**src/rtl/pe_phase_seq_pkg.sv**
```systemverilog
// rtl/pe_phase_seq_pkg.sv - shared phase encodings and default phase counts for pe_phase_seq
package pe_phase_seq_pkg;

    // Phase state encoding; the values are shared with the PE datapath decode.
    typedef enum logic [2:0] {
        IDLE     = 3'd0,
        LOAD     = 3'd1,
        COMPUTE  = 3'd2,
        TRANSMIT = 3'd3,
        SHIFT    = 3'd4,
        OUTPUT   = 3'd5
    } phase_e;

    // Default phase counts, loaded into the config registers on reset.
    localparam int PE_DEF_LOAD_NUM = 32;
    localparam int PE_DEF_INST_NUM = 20;
    localparam int PE_DEF_TX_NUM   = 4;
    localparam int PE_DEF_REG_NUM  = 16;
    localparam int PE_DEF_OUT_NUM  = 4;
    localparam int PE_DEF_ITER_NUM = 4;

endpackage

```
**src/rtl/pe_phase_seq_phase_counter.sv**
```systemverilog
// rtl/pe_phase_seq_phase_counter.sv - W-bit phase counter with enable, clear and terminal-count compare
// Ports: clk, rst (sync, active-high); clr_i forces zero; en_i advances the count;
//        last_i is the programmed count-1; cnt_o current count; tc_o high when cnt_o == last_i.
module phase_counter #(
    parameter int W = 8
) (
    input  logic         clk,
    input  logic         rst,
    input  logic         clr_i,
    input  logic         en_i,
    input  logic [W-1:0] last_i,
    output logic [W-1:0] cnt_o,
    output logic         tc_o
);

    logic [W-1:0] cnt_q;
    logic [W-1:0] cnt_d;

    assign tc_o  = (cnt_q == last_i);
    assign cnt_o = cnt_q;

    // Returning to zero on the terminal beat leaves the counter ready for the
    // next visit to the same phase without a separate clear.
    always_comb begin
        cnt_d = cnt_q;
        if (clr_i) begin
            cnt_d = '0;
        end else if (en_i) begin
            cnt_d = tc_o ? '0 : cnt_q + W'(1);
        end
    end

    always_ff @(posedge clk) begin
        if (rst) begin
            cnt_q <= '0;
        end else begin
            cnt_q <= cnt_d;
        end
    end

endmodule

```
**src/rtl/pe_phase_seq.sv**
```systemverilog
// rtl/pe_phase_seq.sv - runtime-configurable PE phase sequencer (LOAD/COMPUTE/TRANSMIT/SHIFT/OUTPUT)
// Ports: clk, rst (sync, active-high);
//        cfg_v + cfg_*_num write the per-run counts (IDLE only), cfg_err flags a rejected write;
//        start/abort control a run; din_pe_v counts LOAD beats; out_rdy accepts OUTPUT beats;
//        busy and load_v/cmpt_v/tx_v/shift_v/output_v decode the phase; inst_addr drives IMEM;
//        iter_cnt counts completed iterations; done pulses when a run completes normally.
module pe_phase_seq
    import pe_phase_seq_pkg::*;
#(
    parameter int CNT_W        = 8,
    parameter int IM_ADDR_W    = 8,
    parameter int DEF_LOAD_NUM = PE_DEF_LOAD_NUM,
    parameter int DEF_INST_NUM = PE_DEF_INST_NUM,
    parameter int DEF_TX_NUM   = PE_DEF_TX_NUM,
    parameter int DEF_REG_NUM  = PE_DEF_REG_NUM,
    parameter int DEF_OUT_NUM  = PE_DEF_OUT_NUM,
    parameter int DEF_ITER_NUM = PE_DEF_ITER_NUM
) (
    input  logic                 clk,
    input  logic                 rst,
    input  logic                 cfg_v,
    input  logic [CNT_W-1:0]     cfg_load_num,
    input  logic [IM_ADDR_W-1:0] cfg_inst_num,
    input  logic [CNT_W-1:0]     cfg_tx_num,
    input  logic [CNT_W-1:0]     cfg_reg_num,
    input  logic [CNT_W-1:0]     cfg_out_num,
    input  logic [CNT_W-1:0]     cfg_iter_num,
    output logic                 cfg_err,
    input  logic                 start,
    input  logic                 abort,
    input  logic                 din_pe_v,
    input  logic                 out_rdy,
    output logic                 busy,
    output logic                 load_v,
    output logic                 cmpt_v,
    output logic                 tx_v,
    output logic                 shift_v,
    output logic                 output_v,
    output logic [IM_ADDR_W-1:0] inst_addr,
    output logic [CNT_W-1:0]     iter_cnt,
    output logic                 done
);

    phase_e state_q, state_d;

    logic [CNT_W-1:0]     load_num_q, load_num_d;
    logic [IM_ADDR_W-1:0] inst_num_q, inst_num_d;
    logic [CNT_W-1:0]     tx_num_q,   tx_num_d;
    logic [CNT_W-1:0]     reg_num_q,  reg_num_d;
    logic [CNT_W-1:0]     out_num_q,  out_num_d;
    logic [CNT_W-1:0]     iter_num_q, iter_num_d;
    logic                 cfg_err_q,  cfg_err_d;
    logic                 done_q,     done_d;

    logic cfg_wr;
    logic cfg_bad;
    logic cnt_clr;
    logic iter_inc;
    logic load_tc, inst_tc, tx_tc, sh_tc, out_tc, iter_tc;

    logic [CNT_W-1:0] load_cnt_unused;
    logic [CNT_W-1:0] tx_cnt_unused;
    logic [CNT_W-1:0] sh_cnt_unused;
    logic [CNT_W-1:0] out_cnt_unused;

    // ------------------------------------------------------------------
    // Config registers: writable only while idle and not starting a run.
    // ------------------------------------------------------------------
    assign cfg_wr  = (state_q == IDLE) && cfg_v && !start;
    assign cfg_bad = (cfg_inst_num == '0) || (cfg_iter_num == '0) || (cfg_out_num == '0);

    always_comb begin
        load_num_d = load_num_q;
        inst_num_d = inst_num_q;
        tx_num_d   = tx_num_q;
        reg_num_d  = reg_num_q;
        out_num_d  = out_num_q;
        iter_num_d = iter_num_q;
        cfg_err_d  = cfg_err_q;
        if (cfg_wr) begin
            if (cfg_bad) begin
                cfg_err_d = 1'b1;
            end else begin
                load_num_d = cfg_load_num;
                inst_num_d = cfg_inst_num;
                tx_num_d   = cfg_tx_num;
                reg_num_d  = cfg_reg_num;
                out_num_d  = cfg_out_num;
                iter_num_d = cfg_iter_num;
                cfg_err_d  = 1'b0;
            end
        end
    end

    // ------------------------------------------------------------------
    // Phase counters. All of them are cleared whenever the next state is
    // IDLE, which covers abort and normal completion alike.
    // ------------------------------------------------------------------
    assign cnt_clr = (state_d == IDLE);

    phase_counter #(.W(CNT_W)) u_load_cnt (
        .clk    (clk),
        .rst    (rst),
        .clr_i  (cnt_clr),
        .en_i   ((state_q == LOAD) && din_pe_v),
        .last_i (load_num_q - CNT_W'(1)),
        .cnt_o  (load_cnt_unused),
        .tc_o   (load_tc)
    );

    // The COMPUTE count doubles as the instruction address.
    phase_counter #(.W(IM_ADDR_W)) u_inst_cnt (
        .clk    (clk),
        .rst    (rst),
        .clr_i  (cnt_clr),
        .en_i   (state_q == COMPUTE),
        .last_i (inst_num_q - IM_ADDR_W'(1)),
        .cnt_o  (inst_addr),
        .tc_o   (inst_tc)
    );

    phase_counter #(.W(CNT_W)) u_tx_cnt (
        .clk    (clk),
        .rst    (rst),
        .clr_i  (cnt_clr),
        .en_i   (state_q == TRANSMIT),
        .last_i (tx_num_q - CNT_W'(1)),
        .cnt_o  (tx_cnt_unused),
        .tc_o   (tx_tc)
    );

    phase_counter #(.W(CNT_W)) u_sh_cnt (
        .clk    (clk),
        .rst    (rst),
        .clr_i  (cnt_clr),
        .en_i   (state_q == SHIFT),
        .last_i (reg_num_q - CNT_W'(1)),
        .cnt_o  (sh_cnt_unused),
        .tc_o   (sh_tc)
    );

    phase_counter #(.W(CNT_W)) u_out_cnt (
        .clk    (clk),
        .rst    (rst),
        .clr_i  (cnt_clr),
        .en_i   ((state_q == OUTPUT) && out_rdy),
        .last_i (out_num_q - CNT_W'(1)),
        .cnt_o  (out_cnt_unused),
        .tc_o   (out_tc)
    );

    // Iteration counter never reaches its wrap point: the last iteration
    // leaves COMPUTE for OUTPUT instead of incrementing.
    phase_counter #(.W(CNT_W)) u_iter_cnt (
        .clk    (clk),
        .rst    (rst),
        .clr_i  (cnt_clr),
        .en_i   (iter_inc),
        .last_i (iter_num_q - CNT_W'(1)),
        .cnt_o  (iter_cnt),
        .tc_o   (iter_tc)
    );

    // ------------------------------------------------------------------
    // Phase FSM. iter_inc marks every re-entry into COMPUTE from a later
    // phase of the same iteration (including COMPUTE -> COMPUTE when both
    // TRANSMIT and SHIFT are skipped).
    // ------------------------------------------------------------------
    always_comb begin
        state_d  = state_q;
        iter_inc = 1'b0;
        unique case (state_q)
            IDLE: begin
                if (start && !abort) begin
                    state_d = (load_num_q == '0) ? COMPUTE : LOAD;
                end
            end
            LOAD: begin
                if (din_pe_v && load_tc) begin
                    state_d = COMPUTE;
                end
            end
            COMPUTE: begin
                if (inst_tc) begin
                    if (iter_tc) begin
                        state_d = OUTPUT;
                    end else if (tx_num_q != '0) begin
                        state_d = TRANSMIT;
                    end else if (reg_num_q != '0) begin
                        state_d = SHIFT;
                    end else begin
                        iter_inc = 1'b1;
                    end
                end
            end
            TRANSMIT: begin
                if (tx_tc) begin
                    if (reg_num_q != '0) begin
                        state_d = SHIFT;
                    end else begin
                        state_d  = COMPUTE;
                        iter_inc = 1'b1;
                    end
                end
            end
            SHIFT: begin
                if (sh_tc) begin
                    state_d  = COMPUTE;
                    iter_inc = 1'b1;
                end
            end
            OUTPUT: begin
                if (out_rdy && out_tc) begin
                    state_d = IDLE;
                end
            end
            default: begin
                state_d = IDLE;
            end
        endcase
        if (abort && (state_q != IDLE)) begin
            state_d  = IDLE;
            iter_inc = 1'b0;
        end
    end

    // done lines up with the first IDLE cycle after the last accepted beat.
    assign done_d = (state_q == OUTPUT) && out_rdy && out_tc && !abort;

    always_ff @(posedge clk) begin
        if (rst) begin
            state_q    <= IDLE;
            load_num_q <= CNT_W'(DEF_LOAD_NUM);
            inst_num_q <= IM_ADDR_W'(DEF_INST_NUM);
            tx_num_q   <= CNT_W'(DEF_TX_NUM);
            reg_num_q  <= CNT_W'(DEF_REG_NUM);
            out_num_q  <= CNT_W'(DEF_OUT_NUM);
            iter_num_q <= CNT_W'(DEF_ITER_NUM);
            cfg_err_q  <= 1'b0;
            done_q     <= 1'b0;
        end else begin
            state_q    <= state_d;
            load_num_q <= load_num_d;
            inst_num_q <= inst_num_d;
            tx_num_q   <= tx_num_d;
            reg_num_q  <= reg_num_d;
            out_num_q  <= out_num_d;
            iter_num_q <= iter_num_d;
            cfg_err_q  <= cfg_err_d;
            done_q     <= done_d;
        end
    end

    // Moore phase valids decoded straight from the state register.
    assign busy     = (state_q != IDLE);
    assign load_v   = (state_q == LOAD);
    assign cmpt_v   = (state_q == COMPUTE);
    assign tx_v     = (state_q == TRANSMIT);
    assign shift_v  = (state_q == SHIFT);
    assign output_v = (state_q == OUTPUT);
    assign cfg_err  = cfg_err_q;
    assign done     = done_q;

endmodule

```
**config.mk**
```make
export PLATFORM = sky130hd
export DESIGN_NAME = pe_phase_seq
export DESIGN_NICKNAME = d
export VERILOG_FILES = /design/src/rtl/pe_phase_seq_pkg.sv /design/src/rtl/pe_phase_seq_phase_counter.sv /design/src/rtl/pe_phase_seq.sv
export SDC_FILE = /design/constraint.sdc
export NUM_CORES = 1
export LEC_CHECK = 0
export BUFFER_PORTS_ARGS = -buffer_cell sky130_fd_sc_hd__buf_2
export CAP_MARGIN = 10
export CELL_PAD_IN_SITES_DETAIL_PLACEMENT = 0
export CELL_PAD_IN_SITES_GLOBAL_PLACEMENT = 1
export CORE_MARGIN = 4
export CORE_UTILIZATION = 44
export CTS_BUF_LIST = sky130_fd_sc_hd__clkbuf_4 sky130_fd_sc_hd__clkbuf_8 sky130_fd_sc_hd__clkbuf_16
export DETAILED_ROUTE_END_ITERATION = 10
export PLACE_DENSITY = 0.77
export SYNTH_ARGS = -nofsm -noshare
export SYNTH_HDL_FRONTEND = slang
export SYNTH_HIERARCHICAL = 1
export SYNTH_SLANG_ARGS = --single-unit
```
**constraint.sdc**
```tcl
create_clock -name clk -period 3.36 [get_ports clk]
set_input_delay 0.336 -clock clk [delete_from_list [all_inputs] [get_ports clk]]
set_output_delay 0.336 -clock clk [all_outputs]
set_load 0.05 [all_outputs]
```
==> impl_results.md, run 1 <==
- TNS Setup: 0 ns
- Die Y-Extent: 121 um
- Overflow after GRT: 0
- Post-synth top area share: 35.9%
- Top delay family on crit path: compound AO/OA/AOI/OAI gates
- Initial antenna violation count: 0
- Post-Syn Instances: 641
- Die area: 0.0147 mm^2
- Hpwl dp: 9570 um
- Fillers: 1194
- Post-synth EDFFs: 0
- CP bufs+invs: 2
- Fin nets: 797
- Final Skew: 0.00824 ns
- Status: completed
- Async S/R FF share, synth: 0%
- R2R cell count: 17
- CP Capture Type: flip-flop
- Worst setup path end: u_sh_cnt/cnt_o[7]$_SDFFE_PP0P_
- Root Buffer: clkbuf_16
- Synth Register Bits: 101
- DRC viols: 0
- GR Util All Layers: 17.5%
- Tmin final: 3.16 ns
- Max Cap Viol: 0
- I/O Buffers: 78
- Largest net degree at the start of global routing: 43
- Worst-Skew Late Latency: 0.35 ns
- Cts hold-fix bufs: 0
- Vias: 4580
- Post-synthesis sequential area ratio: 35.9%
- Maximum VDD drop: 283 uV
- Initial Util: 44.8%
- Routed WL per cell: 14.1 um
- Ys flop type: dfxtp_1
- Distinct cells, synth: 41
- Worst setup SP type: flip-flop
- Fin cells: 904
- Final setup viols: 0
- Die Wd: 121 um
- Vias in the first global route: 4346
- Worst-margin pin slew: 0.811 ns
- First-pass GRT wire length: 20600 um
- Rows: 41
- Vias/cell: 5.07
- Sequential standard cell area: 0.00202 mm^2
- Setup slack, reg-to-reg: 0.20 ns
- Final Max Slew Viols: 0
- Inserted Clock Buffers: 9
- PwrDens: 457 mW/mm^2
- DP Cell Count: 883
- Leakage: 2.68 nW
- P&R area growth vs syn: 18.1%
- CP Depth: 17
- I/O pins: 79
- CP arrival: 3.37 ns
- Remaining antenna violation count: 0
- Netlist Area Pre-Place: 0.00563 mm^2
- Hold Path Class: input pin to flip-flop
- Share of post-route cells with drive strength above 1: 19.1%
- Placer Congestion: 0.829
- Yosys warns: 6
- CP Class: flip-flop to flip-flop
- Clock slew seen by the registers of the worst setup and hold paths: 0.07 ns
- Critical path's slowest cell: o41a_1
- Synth cell count leaders: nor2_1 (123), dfxtp_1 (101), xnor2_1 (80), mux2i_1 (47), nand2_1 (45)
- CP Max Fanout: 8
- Multi-input logic area: 0.00346 mm^2
- Core Area: 0.0126 mm^2
- Req. time, crit path: 3.58 ns
- Critical Path Most Common Cell: nor2_1
- CTS tree: done
- Max Buffers Root-to-Sink: 2
- Clock sink count: 101
- Area leader, netlist: dfxtp_1
- First-pass DRT Iterations: 4
- Power consumption: 3.04 mW
- DRT iter0 DRCs: 239
- Most frequent cell after synthesis: nor2_1
- N_diodes: 0
- Critical R2R Capture: u_sh_cnt/cnt_o[7]$_SDFFE_PP0P_
- Fin. Hold Viols: 0
- Mean Syn Cell Area: 8.79 um^2
- Worst r2r src: iter_num_q[1]$_SDFFE_PP0P_
- Slew headroom: 45.9%
- Final period util: 93.9%
- Crit path largest cell delay: 0.35 ns
- Total wire length: 12700 um
- Top cells by area, synth: dfxtp_1 (36%), xnor2_1 (12%), mux2i_1 (8.4%)
- Final hold slack: 0.202 ns
- Achievable Freq: 317 MHz
- CP Cell Sequence: inv_1, ha_2, nand2_2, nor3_4, xor2_1, xnor2_1, nand4_1, nor2_2, nor4b_1, a41oi_1, a21oi_1, o41a_1, a211oi_2, buf_4, nor2_1, o31ai_4, nor2_1
- Syn nets: 711
- H-tree depth: 3
- Worst Setup SP: iter_num_q[1]$_SDFFE_PP0P_
==> area by class of cell <==
class,count,share of cell area (%)
multi-input cells,493,52.1
flip-flops and latches,101,30.4
repair buffers,95,7.79
clock buffers,13,3.93
well taps,172,3.23
inverters,27,1.52
clock inverters,3,1.03
==> cell usage in the layout (no fill, tap or decap), drive strengths merged, types with 3 or more instances in the layout <==
cell type	n
clkbuf	13
nor2	123
nor3b	5
o31ai	8
inv	27
nor4	12
a211o	8
dfxtp	101
mux2i	47
and3	9
nand3	6
nor3	20
and2	10
nor4b	3
buf	95
ha	15
xor2	44
nand2	45
xnor2	80
nand4	33
a21oi	5
==> worst reg2reg max path, stage by stage (launching register included) <==
cell and delay (ns):
dfxtp_1 0.33, inv_1 0.09, ha_2 0.20, nand2_2 0.09
nor3_4 0.19, xor2_1 0.20, xnor2_1 0.14, nand4_1 0.17
nor2_2 0.15, nor4b_1 0.07, a41oi_1 0.22, a21oi_1 0.08
o41a_1 0.35, a211oi_2 0.25, buf_4 0.18, nor2_1 0.07
o31ai_4 0.15, nor2_1 0.10
==> where the power goes <==
part / total (mW) / leakage [nW] / internal, mW / switching (mW)
Clock: 1.14 / 0.164 / 0.699 / 0.438
Combinational: 0.604 / 1.70 / 0.276 / 0.329
Sequential: 1.30 / 0.820 / 1.24 / 0.0599
==> logic make-up after synthesis <==
group,count (synthesis),synth area share [%]
xor+xnor,124,19.3
flops,101,35.9
compound gates,34,5.95
buf+inv,47,4.38
mux,47,8.35
fa+ha+maj,15,3.33
simple gates,273,22.8
==> sequential cells by signal, indices dropped and copies added, names as in the netlist <==
signal	cells
reg_num_q	8
out_num_q	8
load_num_q	8
u_load_cnt/cnt_o	8
u_out_cnt/cnt_o	8
inst_num_q	8
cfg_err	1
u_inst_cnt/cnt_o	8
u_tx_cnt/cnt_o	8
iter_num_q	8
state_q	3
tx_num_q	8
u_sh_cnt/cnt_o	8
done	1
u_iter_cnt/cnt_o	8
==> per-stage QoR <==
stage	setup WS [ns]	utilization, %	area, um^2
floorplan	0.180	-	5630
global placement	0.101	49.2	6180
detailed placement	-0.00269	49.2	6180
CTS	0.0633	52.0	6530
global route	-0.0482	52.9	6650
finish	0.205	52.9	6650
==> metal layers <==
| metal | global-route usage (%) | routed length, um |
|---|---|---|
| met5 | 0 | 0 |
| met4 | 5.32 | 163 |
| met3 | 3.96 | 559 |
| met2 | 29.7 | 6170 |
| met1 | 22.2 | 5830 |
==> worst min path at each step <==
stage	from	endpoint	slack [ns]	cells after the start
finish	cfg_out_num[2]	out_num_q[2]$_SDFFE_PP1P_	0.20	2
global route	cfg_inst_num[2]	inst_num_q[2]$_SDFFE_PP1P_	0.20	2
CTS	cfg_load_num[5]	load_num_q[5]$_SDFFE_PP1P_	0.19	2
detailed placement	cfg_err$_SDFFE_PP0P_	cfg_err$_SDFFE_PP0P_	0.48	2
global placement	cfg_err$_SDFFE_PP0P_	cfg_err$_SDFFE_PP0P_	0.49	2
floorplan	cfg_inst_num[2]	inst_num_q[2]$_SDFFE_PP1P_	0.45	1
==> timing repair <==
action | in CTS | in global routing
buffers inserted | 1 | 4
setup endpoints to repair | 36 | 48
endpoints found under the hold margin | 0 | 0
resized for setup | 3 | 21
pin swaps | 0 | 25
Note: power is estimated with default switching activity, not from simulation.
==> inputs of run 2 (changes only) <==
--- a/config.mk
+++ b/config.mk
@@ -14,6 +14,7 @@
 export CTS_BUF_LIST = sky130_fd_sc_hd__clkbuf_4 sky130_fd_sc_hd__clkbuf_8 sky130_fd_sc_hd__clkbuf_16
 export DETAILED_ROUTE_END_ITERATION = 10
 export PLACE_DENSITY = 0.77
+export RECOVER_POWER = 25
 export SYNTH_ARGS = -nofsm -noshare
 export SYNTH_HDL_FRONTEND = slang
 export SYNTH_HIERARCHICAL = 1
==> run 2 against run 1 <==
The flow now finishes with violations (capacitance limit, slew limit). Maximum frequency about the same. Critical path depth unchanged. Non-clock buffer count unchanged. Count of clock-buffer cells in the layout unchanged. Largest cell class unchanged. Largest power group unchanged.
==> impl_results.md, run 2 (synthesis gave the netlist of run 1 again) <==
- Worst Setup SP: iter_num_q[1]$_SDFFE_PP0P_ (unchanged)
- Violated checks: capacitance limit, slew limit
- Fin cells: 904 (unchanged)
- Largest net degree at the start of global routing: 43 (unchanged)
- Max Buffers Root-to-Sink: 2 (unchanged)
- Fillers: 1209 (was 1194)
- Critical R2R Capture: u_sh_cnt/cnt_o[7]$_SDFFE_PP0P_ (unchanged)
- Clock sink count: 101 (unchanged)
- Commonest non-fill, non-tap cell in the layout: nor2_1 (unchanged)
- Status: finished with violations (was completed)
- Rows: 41 (unchanged)
- Routed WL per cell: 14.1 um (about the same)
- Req. time, crit path: 3.58 ns (about the same)
- Final Max Slew Viols: 23 (was 0)
- Worst-Skew Late Latency: 0.35 ns (about the same)
- Fin nets: 797 (unchanged)
- Initial Util: 44.8% (unchanged)
- Worst setup margin: 0.202 ns (was 0.205 ns)
- CP Max Fanout: 8 (unchanged)
- Final hold slack: 0.201 ns (was 0.202 ns)
- Critical Path Most Common Cell: nor2_1 (unchanged)
- I/O pins: 79 (unchanged)
- Placer Congestion: 0.829 (unchanged)
- Setup slack, reg-to-reg: 0.20 ns (about the same)
- Final core utilization: 52.6% (was 52.9%)
- CP Cell Sequence: inv_1, ha_2, nand2_2, nor3_4, xor2_1, xnor2_1, nand4_1, nor2_2, nor4b_1, a41oi_1, a21oi_1, o41a_1, a211oi_2, buf_4, nor2_1, o31ai_4, nor2_1 (unchanged)
- DRT iter0 DRCs: 221 (was 239)
- Worst setup SP type: flip-flop (unchanged)
- Die Y-Extent: 121 um (unchanged)
- Die area: 0.0147 mm^2 (unchanged)
- Achievable Freq: 317 MHz (about the same)
- Overflow after GRT: 0 (unchanged)
- Final Skew: 0.00845 ns (was 0.00824 ns)
- Sequential standard cell area: 0.00202 mm^2 (unchanged)
- CP arrival: 3.38 ns (was 3.37 ns)
- Remaining antenna violation count: 0 (unchanged)
- Worst-margin pin slew: 1.52 ns (was 0.811 ns)
- Vias in the first global route: 4346 (unchanged)
- CTS tree: done (unchanged)
- N_diodes: 0 (unchanged)
- Leakage: 2.59 nW (was 2.68 nW)
- Multi-input logic area: 0.00345 mm^2 (was 0.00346 mm^2)
- Slew headroom: -1.11% (was 45.9%)
- Max Cap Viol: 1 (was 0)
- Worst setup path end: u_sh_cnt/cnt_o[7]$_SDFFE_PP0P_ (unchanged)
- Vias: 4552 (was 4580)
- Initial antenna violation count: 0 (unchanged)
- Fin. Hold Viols: 0 (unchanged)
- Worst r2r src: iter_num_q[1]$_SDFFE_PP0P_ (unchanged)
- DP Cell Count: 883 (unchanged)
- I/O Buffers: 78 (unchanged)
- Vias/cell: 5.04 (was 5.07)
- Inserted Clock Buffers: 9 (unchanged)
- Critical path's slowest cell: o41a_1 (unchanged)
- Hold Path Class: input pin to flip-flop (unchanged)
- Share of post-route cells with drive strength above 1: 16.0% (was 19.1%)
- Core Area: 0.0126 mm^2 (unchanged)
- First-pass GRT wire length: 20600 um (unchanged)
- Final period util: 94.0% (was 93.9%)
- Final setup viols: 0 (unchanged)
- Maximum VDD drop: 282 uV (was 283 uV)
- First-pass DRT Iterations: 4 (unchanged)
- P&R area growth vs syn: 17.4% (was 18.1%)
- Crit path largest cell delay: 0.35 ns (about the same)
- PwrDens: 460 mW/mm^2 (was 457 mW/mm^2)
- R2R cell count: 17 (unchanged)
- DP Worst Slack: -0.00269 ns (unchanged)
- Total wire length: 12700 um (about the same)
- GR Util All Layers: 17.5% (unchanged)
- Highest-count cells in the layout ignoring fill and taps: nor2_1 (119), dfxtp_1 (99), xnor2_1 (80) (unchanged)
- Clock slew seen by the registers of the worst setup and hold paths: 0.07 ns (about the same)
- Root Buffer: clkbuf_16 (unchanged)
- CP Capture Type: flip-flop (unchanged)
- Hpwl dp: 9570 um (unchanged)
- Power consumption: 3.04 mW (about the same)
- Die Wd: 121 um (unchanged)
- H-tree depth: 3 (unchanged)
- DRC viols: 0 (unchanged)
- Tmin final: 3.16 ns (about the same)
- CP Class: flip-flop to flip-flop (unchanged)
-- run 2: cell count changes in the layout (fill, tap and decap cells not counted) --
cell / previous run / this run
or3_4: 1 / 0
or3_1: 0 / 1
clkbuf_1: 0 / 21
buf_4: 17 / 16
nor3b_1: 4 / 5
and2_1: 3 / 2
and2_0: 7 / 8
buf_2: 78 / 58
nor3b_2: 1 / 0
-- run 2: timing repair --
action	in CTS	in global routing
endpoints found under the hold margin	0	0
resized for setup	3	21
pin swaps	0	25
buffers inserted	1	4
hold buffers	0	0
gates cloned	0	0
endpoints found under the setup margin	36	48
-- run 2: metal layers --
layer	wire length, um	track usage, %	share of wire, %
met1	5840	22.2	46
met2	6160	29.7	48
met3	556	3.96	4.4
met4	163	5.32	1.3
met5	0	0	0
-- run 2: worst min-delay path by stage --
stage	from	to	cells past startpoint
final	cfg_out_num[2]	out_num_q[2]$_SDFFE_PP1P_	2
after global routing	cfg_inst_num[2]	inst_num_q[2]$_SDFFE_PP1P_	2
after CTS	cfg_load_num[5]	load_num_q[5]$_SDFFE_PP1P_	2
after detailed placement	cfg_err$_SDFFE_PP0P_	cfg_err$_SDFFE_PP0P_	2
after global placement	cfg_err$_SDFFE_PP0P_	cfg_err$_SDFFE_PP0P_	2
after floorplan	cfg_inst_num[2]	inst_num_q[2]$_SDFFE_PP1P_	1
-- run 2: critical path, delay by kind of cell (launching register included) --
kind                     cells  cell delay, ns
XOR/XNOR                     2            0.34
flip-flops                   1            0.33
AND/OR/NAND/NOR              7            0.84
buffers and inverters        2            0.27
adder cells (fa/ha/maj)      1            0.20
AO/OA/AOI/OAI                5            1.05
-- run 2: through the flow --
step	TNS [ns]	area (um^2)
2_1_floorplan	0	5630
3_3_place_gp	0	6180
3_5_place_dp	-0.00269	6180
4_1_cts	0	6530
5_1_grt	-1.26	6610
6_report	0	6610
-- run 2: layout make-up --
class / instances / share of cell area [%]
Inverter: 27 / 1.53
Sequential cell: 101 / 30.6
Clock inverter: 3 / 1.04
Clock buffer: 13 / 3.95
Timing Repair Buffer: 95 / 7.40
Tap cell: 172 / 3.25
Multi-Input combinational cell: 493 / 52.2
-- run 2: report_power, final --
part	switching, mW	internal [mW]	total (mW)
registers	0.0598	1.24	1.30
logic	0.328	0.273	0.601
clock network	0.439	0.700	1.14
total	0.827	2.21	3.04
==> inputs of run 3 (changes only) <==
--- a/config.mk
+++ b/config.mk
@@ -7,14 +7,13 @@
 export LEC_CHECK = 0
 export BUFFER_PORTS_ARGS = -buffer_cell sky130_fd_sc_hd__buf_2
 export CAP_MARGIN = 10
-export CELL_PAD_IN_SITES_DETAIL_PLACEMENT = 0
-export CELL_PAD_IN_SITES_GLOBAL_PLACEMENT = 1
 export CORE_MARGIN = 4
-export CORE_UTILIZATION = 44
+export CORE_UTILIZATION = 58
 export CTS_BUF_LIST = sky130_fd_sc_hd__clkbuf_4 sky130_fd_sc_hd__clkbuf_8 sky130_fd_sc_hd__clkbuf_16
 export DETAILED_ROUTE_END_ITERATION = 10
 export PLACE_DENSITY = 0.77
 export RECOVER_POWER = 25
+export SETUP_SLACK_MARGIN = 0.05
 export SYNTH_ARGS = -nofsm -noshare
 export SYNTH_HDL_FRONTEND = slang
 export SYNTH_HIERARCHICAL = 1
==> run 3 against run 2 <==
The flow now finishes without violations. Clock skew up 0.0033 ns. Critical path type unchanged. Sequential cell count unchanged. Register-to-register slack about the same. Critical path depth unchanged. Final area about the same. Sequential power about the same. Largest cell class unchanged.
==> impl_results.md, run 3 (synthesis gave the netlist of run 1 again) <==
- Status: completed (was finished with violations)
- Core Area: 0.00933 mm^2 (was 0.0126 mm^2)
- Fin. Hold Viols: 0 (unchanged)
- Final core utilization: 70.9% (was 52.6%)
- Worst-Skew Late Latency: 0.36 ns (was 0.35 ns)
- CP Class: flip-flop to flip-flop (unchanged)
- Power consumption: 2.73 mW (was 3.04 mW)
- CP Capture Type: flip-flop (unchanged)
- Hold Path Class: input pin to flip-flop (unchanged)
- Worst Setup SP: inst_num_q[0]$_SDFFE_PP0P_ (was iter_num_q[1]$_SDFFE_PP0P_)
- First-pass DRT Iterations: 5 (was 4)
- Clock share of power: 28.7% (was 37.4%)
- Critical R2R Capture: u_iter_cnt/cnt_o[7]$_SDFFE_PP0P_ (was u_sh_cnt/cnt_o[7]$_SDFFE_PP0P_)
- Worst-margin pin slew: 0.815 ns (was 1.52 ns)
- Commonest non-fill, non-tap cell in the layout: nor2_1 (unchanged)
- Die Y-Extent: 107 um (was 121 um)
- Vias: 4776 (was 4552)
- Setup slack, reg-to-reg: 0.19 ns (was 0.20 ns)
- DRC viols: 0 (unchanged)
- I/O pins: 79 (unchanged)
- Remaining antenna violation count: 0 (unchanged)
- Fin nets: 803 (was 797)
- P&R area growth vs syn: 17.4% (about the same)
- Sw frac: 30.2% (was 27.2%)
- Die area: 0.0114 mm^2 (was 0.0147 mm^2)
- Die Wd: 107 um (was 121 um)
- Initial antenna violation count: 0 (unchanged)
- Share of post-route cells with drive strength above 1: 19.5% (was 16.0%)
- Final setup viols: 0 (unchanged)
- Sw Pwr: 826 uW (was 827 uW)
- Hold Crit Endpoint: reg_num_q[4]$_SDFFE_PP1P_ (was out_num_q[2]$_SDFFE_PP1P_)
- Inserted Clock Buffers: 9 (unchanged)
- Hold Path Depth: 2 (unchanged)
- Clock slew seen by the registers of the worst setup and hold paths: 0.10 ns (was 0.07 ns)
- DRT iter0 DRCs: 319 (was 221)
- Largest net degree at the start of global routing: 43 (unchanged)
- R2R cell count: 17 (unchanged)
- Routed WL per cell: 15.3 um (was 14.1 um)
- Fin area: 0.00661 mm^2 (about the same)
- Achievable Freq: 316 MHz (was 317 MHz)
- Clock sink count: 101 (unchanged)
- Tmin final: 3.17 ns (was 3.16 ns)
- Leakage: 2.58 nW (was 2.59 nW)
- Worst Min Path Start: cfg_reg_num[4] (was cfg_out_num[2])
- Root Buffer: clkbuf_8 (was clkbuf_16)
- TNS Setup: 0 ns (unchanged)
- Max Buffers Root-to-Sink: 2 (unchanged)
- First-pass GRT wire length: 21800 um (was 20600 um)
- Vias/cell: 5.51 (was 5.04)
- I/O Buffers: 78 (unchanged)
- Hpwl dp: 9500 um (was 9570 um)
- Final Max Slew Viols: 0 (was 23)
- Unrepaired setup endpoints after global routing: true
- Placer Congestion: 0.836 (was 0.829)
- CP Max Fanout: 3 (was 8)
- CTS tree: done (unchanged)
- Req. time, crit path: 3.62 ns (was 3.58 ns)
- CP arrival: 3.42 ns (was 3.38 ns)
- Highest-count cells in the layout ignoring fill and taps: nor2_1 (116), dfxtp_1 (92), xnor2_1 (80) (was nor2_1 (119), dfxtp_1 (99), xnor2_1 (80))
- Worst setup SP type: flip-flop (unchanged)
- Overflow after GRT: 0 (unchanged)
- Rows: 35 (was 41)
- Gate power share: 23.2% (was 19.8%)
- Max Cap Viol: 0 (was 1)
- N_diodes: 0 (unchanged)
- Final Skew: 0.0117 ns (was 0.00845 ns)
- Total wire length: 13200 um (was 12700 um)
- Final period util: 94.2% (was 94.0%)
- Fillers: 728 (was 1209)
- Slew headroom: 45.7% (was -1.11%)
- Initial Util: 60.4% (was 44.8%)
- Vias in the first global route: 4743 (was 4346)
- Post-DP Area: 0.00615 mm^2 (was 0.00618 mm^2)
- H-tree depth: 3 (unchanged)
- Maximum VDD drop: 264 uV (was 282 uV)
- Sequential share of power: 48.0% (was 42.8%)
- Internal power: 1.90 mW (was 2.21 mW)
- Worst r2r src: inst_num_q[0]$_SDFFE_PP0P_ (was iter_num_q[1]$_SDFFE_PP0P_)
- GR Util All Layers: 23.0% (was 17.5%)
- PwrDens: 413 mW/mm^2 (was 460 mW/mm^2)
[run 3: how the worst max path moves through the flow]
stage                                             to  slack [ns]  cells after the start
finish              u_iter_cnt/cnt_o[7]$_SDFFE_PP0P_        0.19                     17
global route        u_iter_cnt/cnt_o[7]$_SDFFE_PP0P_       -0.02                     17
CTS                 u_iter_cnt/cnt_o[7]$_SDFFE_PP0P_        0.03                     17
detailed placement  u_iter_cnt/cnt_o[7]$_SDFFE_PP0P_       -0.17                     17
global placement    u_iter_cnt/cnt_o[7]$_SDFFE_PP0P_       -0.01                     17
floorplan           u_iter_cnt/cnt_o[7]$_SDFFE_PP0P_        0.18                     10
[run 3: per-stage QoR]
| step | hold WS [ns] | worst slack, ns | std cells |
|---|---|---|---|
| 6_report | 0.188 | 0.194 | 867 |
| 5_1_grt | 0.162 | -0.0163 | 867 |
| 4_1_cts | 0.171 | 0.0337 | 859 |
| 3_5_place_dp | 0.494 | -0.168 | 843 |
| 3_3_place_gp | 0.488 | -0.0147 | 843 |
| 2_1_floorplan | 0.454 | 0.180 | 641 |
[run 3: power groups by stage]
| stage | combinational [mW] | sequential [mW] | clock, mW |
|---|---|---|---|
| 2_1_floorplan | 0.447 | 1.31 | 0 |
| 3_3_place_gp | 0.572 | 1.32 | 0 |
| 3_5_place_dp | 0.589 | 1.32 | 0 |
| 4_1_cts | 0.595 | 1.30 | 0.809 |
| 5_1_grt | 0.698 | 1.32 | 0.856 |
| 6_report | 0.635 | 1.31 | 0.785 |
[run 3: layout make-up]
cell class                      count  area, um^2  share of cell area [%]
Clock inverter                      5        60.1                   0.908
Clock buffer                       11         145                    2.19
Inverter                           27         109                    1.65
Timing Repair Buffer              101         531                    8.02
Multi-Input combinational cell    493        3570                    54.0
Sequential cell                   101        2040                    30.8
Tap cell                          129         161                    2.44
[run 3: critical path, stage by stage, from the launching register on]
cell and delay [ns]:
dfxtp_4 0.37, inv_4 0.08, ha_4 0.14, nand2_4 0.06, nor3_4 0.19, xor2_2 0.18
xnor2_1 0.16, nand4_1 0.18, nor2_2 0.15, nand2_1 0.09, nor3_2 0.26, nand3b_1 0.11
a211o_1 0.29, a21oi_2 0.22, nand4_1 0.22, nor3_2 0.18, xnor2_1 0.14, nor2_1 0.05
[run 3: repair_timing]
item / CTS / global route
gates resized for setup: 6 / 55
setup endpoints to repair: 42 / 48
hold endpoints to repair: 0 / 0
buffers inserted: 0 / 8
hold buffers: 0 / 0
pin swaps: 1 / 29
[run 3: routing by layer]
| layer | part of all wire [%] | vias to the layer above | GRT usage [%] |
|---|---|---|---|
| li1 | - | 2356 | - |
| met1 | 43 | 2264 | 29.0 |
| met2 | 51 | 129 | 40.0 |
| met3 | 4.6 | 27 | 4.07 |
| met4 | 1.9 | 0 | 7.21 |
| met5 | 0 | - | 0 |
